## config.mk

```make
export PLATFORM = sky130hd
export DESIGN_NAME = noc_trace_capture
export DESIGN_NICKNAME = d
export VERILOG_FILES = /design/src/rtl/noc_trace_capture_pkg.sv /design/src/rtl/noc_trace_capture_ram.sv /design/src/rtl/noc_trace_capture.sv
export SDC_FILE = /design/constraint.sdc
export NUM_CORES = 2
export LEC_CHECK = 0
export ABC_AREA = 1
export BUFFER_PORTS_ARGS = -buffer_cell sky130_fd_sc_hd__buf_2
export CORE_MARGIN = 5
export CORE_UTILIZATION = 50
export DETAILED_ROUTE_END_ITERATION = 10
export PLACE_DENSITY_LB_ADDON = 0.1
export SYNTH_ARGS = -nofsm -noshare
export SYNTH_HDL_FRONTEND = slang
export SYNTH_HIERARCHICAL = 1
export SYNTH_SLANG_ARGS = --single-unit
```

## constraint.sdc

```tcl
create_clock -name clk -period 6.7 [get_ports clk]
set_input_delay 0.335 -clock clk [delete_from_list [all_inputs] [get_ports clk]]
set_output_delay 0.335 -clock clk [all_outputs]
set_load 0.02 [all_outputs]
```

## src/rtl/noc_trace_capture_pkg.sv

```systemverilog
// Shared definitions for the router debug blocks: capture state encoding and
// the default trace word width.
package noc_trace_capture_pkg;

  typedef enum logic [1:0] {
    ST_IDLE  = 2'd0,
    ST_ARMED = 2'd1,
    ST_POST  = 2'd2,
    ST_DONE  = 2'd3
  } trace_state_e;

  localparam int TRACE_W_DEF = 32;

endpackage

```

## src/rtl/noc_trace_capture_ram.sv

```systemverilog
// Simple dual-port trace storage: one write port, one registered read port.
// The read register only loads on a read, so it holds its value between reads.
module trace_capture_ram #(
  parameter int W     = 32,
  parameter int DEPTH = 64,
  parameter int AW    = $clog2(DEPTH)
) (
  input  logic          clk,
  input  logic          reset,
  input  logic          we,
  input  logic [AW-1:0] waddr,
  input  logic [W-1:0]  wdata,
  input  logic          re,
  input  logic [AW-1:0] raddr,
  output logic [W-1:0]  rdata
);

  logic [W-1:0] mem [DEPTH];

  always_ff @(posedge clk) begin
    if (we) mem[waddr] <= wdata;
  end

  always_ff @(posedge clk) begin
    if (reset)   rdata <= '0;
    else if (re) rdata <= mem[raddr];
  end

endmodule

```

## src/rtl/noc_trace_capture.sv

```systemverilog
// Trace capture buffer: records allocator trace words while armed, freezes a
// window around the first trigger and replays it oldest-first on request.
module noc_trace_capture
  import noc_trace_capture_pkg::*;
#(
  parameter int TRACE_W   = TRACE_W_DEF,
  parameter int DEPTH     = 64,
  parameter int POST_TRIG = 48,
  localparam int CNT_W    = $clog2(DEPTH) + 1
) (
  input  logic               clk,
  input  logic               reset,
  input  logic               trigger,
  input  logic [TRACE_W-1:0] trace,
  input  logic               arm,
  input  logic               rd_en,
  output logic               rd_valid,
  output logic [TRACE_W-1:0] rd_data,
  output logic               rd_last,
  output logic               armed,
  output logic               triggered,
  output logic               captured,
  output logic [CNT_W-1:0]   sample_count,
  output logic [CNT_W-1:0]   trig_offset
);

  localparam int AW = $clog2(DEPTH);
  localparam logic [CNT_W-1:0] POST_C  = CNT_W'(POST_TRIG);
  localparam logic [CNT_W-1:0] PRE_MAX = CNT_W'(DEPTH - 1 - POST_TRIG);

  // Handshake: rd_en is a request, accepted only in DONE while words remain
  // and arm is low; the word appears with rd_valid exactly one cycle later.
  // There is no backpressure on the read side.

  trace_state_e state, next_state;

  logic [AW-1:0]    wr_ptr, rd_ptr;
  logic [CNT_W-1:0] pre_cnt, post_cnt, rd_cnt;
  logic [CNT_W-1:0] trig_cur, sc_next;
  logic             we, rd_accept, enter_done;

  always_ff @(posedge clk) begin
    if (reset) state <= ST_IDLE;
    else       state <= next_state;
  end

  always_comb begin
    next_state = state;
    if (arm) begin
      next_state = ST_ARMED;
    end else begin
      case (state)
        ST_ARMED: if (trigger) next_state = (POST_TRIG == 0) ? ST_DONE : ST_POST;
        ST_POST:  if (post_cnt == CNT_W'(1)) next_state = ST_DONE;
        default:  next_state = state;
      endcase
    end
  end

  assign armed      = (state == ST_ARMED);
  assign triggered  = (state == ST_POST);
  assign captured   = (state == ST_DONE);
  assign we         = (armed || triggered) && !arm;
  assign rd_accept  = captured && rd_en && !arm && (rd_cnt < sample_count);
  assign enter_done = (next_state == ST_DONE) && (state != ST_DONE);

  // With POST_TRIG=0 the trigger offset is latched on the same edge we enter
  // DONE, so the window size must be formed from the live pre-count.
  assign trig_cur = armed ? pre_cnt : trig_offset;
  assign sc_next  = trig_cur + CNT_W'(1) + POST_C;

  always_ff @(posedge clk) begin
    if (reset || arm) begin
      wr_ptr       <= '0;
      rd_ptr       <= '0;
      pre_cnt      <= '0;
      post_cnt     <= '0;
      rd_cnt       <= '0;
      trig_offset  <= '0;
      sample_count <= '0;
    end else begin
      if (we) wr_ptr <= wr_ptr + AW'(1);
      if (armed) begin
        if (pre_cnt != PRE_MAX) pre_cnt <= pre_cnt + CNT_W'(1);
        if (trigger) begin
          trig_offset <= pre_cnt;
          post_cnt    <= POST_C;
        end
      end
      if (triggered) post_cnt <= post_cnt - CNT_W'(1);
      if (enter_done) begin
        sample_count <= sc_next;
        rd_ptr       <= wr_ptr + AW'(1) - sc_next[AW-1:0];
        rd_cnt       <= '0;
      end
      if (rd_accept) begin
        rd_ptr <= rd_ptr + AW'(1);
        rd_cnt <= rd_cnt + CNT_W'(1);
      end
    end
  end

  always_ff @(posedge clk) begin
    if (reset) begin
      rd_valid <= 1'b0;
      rd_last  <= 1'b0;
    end else begin
      rd_valid <= rd_accept;
      rd_last  <= rd_accept && (rd_cnt == sample_count - CNT_W'(1));
    end
  end

  trace_capture_ram #(
    .W     (TRACE_W),
    .DEPTH (DEPTH)
  ) u_ram (
    .clk   (clk),
    .reset (reset),
    .we    (we),
    .waddr (wr_ptr),
    .wdata (trace),
    .re    (rd_accept),
    .raddr (rd_ptr),
    .rdata (rd_data)
  );

endmodule
```

==> summary.md <==
| Metric | Value |
|---|---|
| Status | `finished, final reports clean` |
| Comb power frac | `1.8%` |
| Seq/Total Area, Yosys | `73.1%` |
| Mapped cell area | `86400 um^2` |
| Vias | `56300` |
| CTS sink cnt | `2131` |
| CTS tree | `yes` |
| Dpl ws | `2200 ps` |
| Synth top area share | `71.2%` |
| Internal | `21.2 mW` |
| Worst-case clock skew | `24.2 ps` |
| Pwr per Cell Area | `277 nW/um^2` |
| Worst Tran Pin Value | `1400 ps` |
| Compound-gate portion of the synthesized area | `0.613%` |
| Crit Path Max Fanout | `27` |
| Met2 usage | `40.8%` |
| Global-route usage over all layers | `25.7%` |
| Clk slew on worst S/H paths | `60 ps` |
| CP bufs+invs | `2` |
| Sequential power share | `55.1%` |
| Net Sw Frac | `20.3%` |
| Unrepaired setup endpoints after global routing | `false` |
| Max rail drop VDD | `0.236 mV` |
| Req. time, crit path | `7240 ps` |
| Routed Antenna Nets | `0` |
| GR Util met1 | `36.1%` |
| DRT iter0 DRCs | `6150` |
| Mapped Nets | `7361` |
| Pleak | `33.4 nW` |
| Synthesized flop and latch total | `2131` |
| Clk network pwr share | `43.1%` |
| Syn-to-layout area delta | `10.8%` |
| Adder-cell share of the synthesized area | `0.356%` |
| Fin. max-slew vios | `0` |
| Area occupied by multi-input gates | `21000 um^2` |
| Initial antenna violation count | `10` |
| DRC viols | `0` |
| Synth top area cells | `edfxtp_1 71%, nand3_1 11%, nand2_1 9.8%` |
| Fin. Hold Viols | `0` |
| Slowest-stage cell, CP | `nor2_4` |
| Fmax | `214 MHz` |
| DIE HEIGHT | `426 um` |
| Synthesis Warnings | `6` |
| Initial Util | `50.3%` |
| CP max stage delay | `1210 ps` |
| Tcrit/Tclk final | `69.7%` |
| Syn avg cell area | `11.8 um^2` |
| GPL Wtd Cong | `0.825` |
| Worst setup margin | `2030 ps` |
| Startpoint Class | `flip-flop` |
| Final wirelength | `237000 um` |
| Buffers added on ports | `87` |
| Post-CTS setup buffer count | `0` |
| Hold crit path type | `in -> reg` |
| Final TNS setup | `0 ps` |
| CP Class | `reg -> reg` |
| Layout cell share with drive strength beyond 1 | `8.35%` |
| Post-CTS resize count | `0` |
| Layout Nets | `7329` |
| Die Width | `426 um` |
| Die area | `181000 um^2` |
| Filler instances | `14400` |
| CP cell instances | `inv_1 -> ha_1 -> nor2_1 -> nand4_1 -> nor2_4 -> buf_4` |
| XOR/XNOR share of the synthesized area | `0.284%` |
| Switching power total | `5.40 mW` |
| Asr flop ratio synth | `0%` |
| Max-cap violation count | `0` |
| Htree depth | `4` |
| Relative slew slack | `6.61%` |
| Largest family of logic cells by synthesized area | `simple AND/OR/NAND/NOR gates` |
| Drt pass-1 iters | `6` |
| Synth area leader | `edfxtp_1` |
| Gr ovfl total | `0` |
| CORE AREA | `172000 um^2` |
| Vias in the first global route | `52900` |
| Cts hold-fix bufs | `2` |
| Register area | `63200 um^2` |
| Mux share of post-synthesis cell area | `0%` |
| Clk root buf | `clkbuf_16` |
| Finished Layout Cells | `9767` |
| DR vias/cell | `5.76` |
| Site Rows | `152` |
| Clk_lat worst skew | `830 ps` |
| CTS Buffer Depth | `3` |
| Ports | `88` |
| Final HPWL DP | `125000 um` |
| Cell variety after synth | `48` |
| Largest net degree at the start of global routing | `225` |
| CP endpoint kind | `flip-flop` |
| Delay-heaviest family, CP | `simple AND/OR/NAND/NOR gates` |
| Dpl cell area | `89100 um^2` |
| GRT busiest layer | `met2` |
| Post-synthesis cell count | `7300` |
| Worst Path Arrival | `5220 ps` |
| Number of synthesized flops with an enable pin | `2048` |
| Final setup fails | `0` |
| Met3 Track Usage GR | `4.98%` |
| WL/cell | `24.3 um` |
| Period minus WS final | `4670 ps` |
| Global-route wire length before repair | `349000 um` |
| CTS buffer count | `215` |
| Post-Place Cells | `9359` |
| Finished Cell Area | `95700 um^2` |
| Simple-gate share of the synthesized area | `22.5%` |
| Top_reg_cell synth | `edfxtp_1` |
area by class of cell:
class / count / share of cell area, %
clock buffers: 285 / 6.05
inverters: 101 / 0.438
flip-flops and latches: 2131 / 66.0
repair buffers: 218 / 1.66
well taps: 2310 / 3.02
multi-input cells: 4601 / 21.9
diodes: 6 / 0.0157
clock inverters: 115 / 0.900
power by group through the flow:
stage               registers (mW)  clock network, mW  logic (mW)
detailed placement            14.9                  0       0.488
finish                        14.6               11.4       0.489
global route                  14.6               12.2       0.527
floorplan                     14.9                  0       0.155
CTS                           14.6               11.6       0.490
global placement              14.9                  0       0.478
per-stage QoR:
step	utilization [%]	power [mW]	hold WS, ps
final	55.7	26.6	60.8
after detailed placement	51.9	15.4	477
after global routing	55.7	27.4	56.2
after floorplan	-	15.1	404
after CTS	55.7	26.8	19.3
after global placement	51.9	15.4	466
routing by layer:
layer | vias up | share of wire (%)
li1 | 25800 | -
met5 | - | 0.014
met4 | 4 | 3.3
met1 | 27800 | 42
met3 | 426 | 8.3
met2 | 2242 | 47
kinds of logic (layout without fill, tap and decap cells):
| kind of cell | count (synthesis) | in the layout |
|---|---|---|
| other | 0 | 6 |
| AND/OR/NAND/NOR | 4462 | 4462 |
| adder cells (fa/ha/maj) | 24 | 24 |
| AO/OA/AOI/OAI | 87 | 87 |
| XOR/XNOR | 28 | 28 |
| buffers and inverters | 568 | 719 |
| flip-flops | 2131 | 2131 |
state kept, by name, indices dropped and copies added, names as in the netlist:
signal / flops
trig_offset: 7
wr_ptr: 6
u_ram/mem: 2048
post_cnt: 7
state: 2
rd_ptr: 6
rd_cnt: 7
rd_last: 1
rd_valid: 1
u_ram/rdata: 32
pre_cnt: 7
sample_count: 7
worst paths after layout:
path                  startpoint          endpoint  slack [ps]  cells after the start
setup / recovery        state[0]  u_ram/mem[17][8]        2030                      6
hold / removal             reset          rd_valid          60                      3
setup reg to reg        state[0]  u_ram/mem[17][8]        2030                      6
hold reg to reg   trig_offset[4]    trig_offset[4]         480                      2
synth_stat cells, types with 2 or more instances:
cell and number:
nand2_1 2260, edfxtp_1 2048, nand3_1 1983, buf_2 301
nor2_1 161, inv_1 91, dfxtp_1 83, clkbuf_1 78
buf_1 41, buf_4 38, a21oi_1 33, o21ai_0 25
ha_1 23, xor2_1 18, nand4_1 13, xnor2_1 10
nand2_2 9, nor4_1 9, buf_6 8, inv_2 7
nor3_1 6, o21ai_1 6, o21ai_2 5, a211oi_1 4
a21oi_2 4, a211oi_2 3, nand2_4 3, nand3_2 3
nand3b_1 3, or2_2 3, inv_4 2, nor2_2 2
nor2_4 2
cell usage in the layout (no fill, tap or decap), types with 10 or more instances in the layout:
cell,count
nor2_1,105
ha_1,23
clkinv_1,57
nor2_4,58
clkinv_2,32
buf_12,13
clkbuf_16,219
bufinv_16,11
dfxtp_1,77
xnor2_1,10
buf_4,119
xor2_1,18
buf_2,84
clkbuf_1,60
nand3_1,1983
nand2_1,2260
a21oi_1,33
o21ai_0,25
edfxtp_1,2048
inv_1,89
nand4_1,13
worst reg2reg max path: stages (launching register included):
cell     delay [ps]
dfxtp_1         400
inv_1           100
ha_1            390
nor2_1          850
nand4_1        1130
nor2_4         1230
buf_4           300
Power figures use the tool's default switching activity.
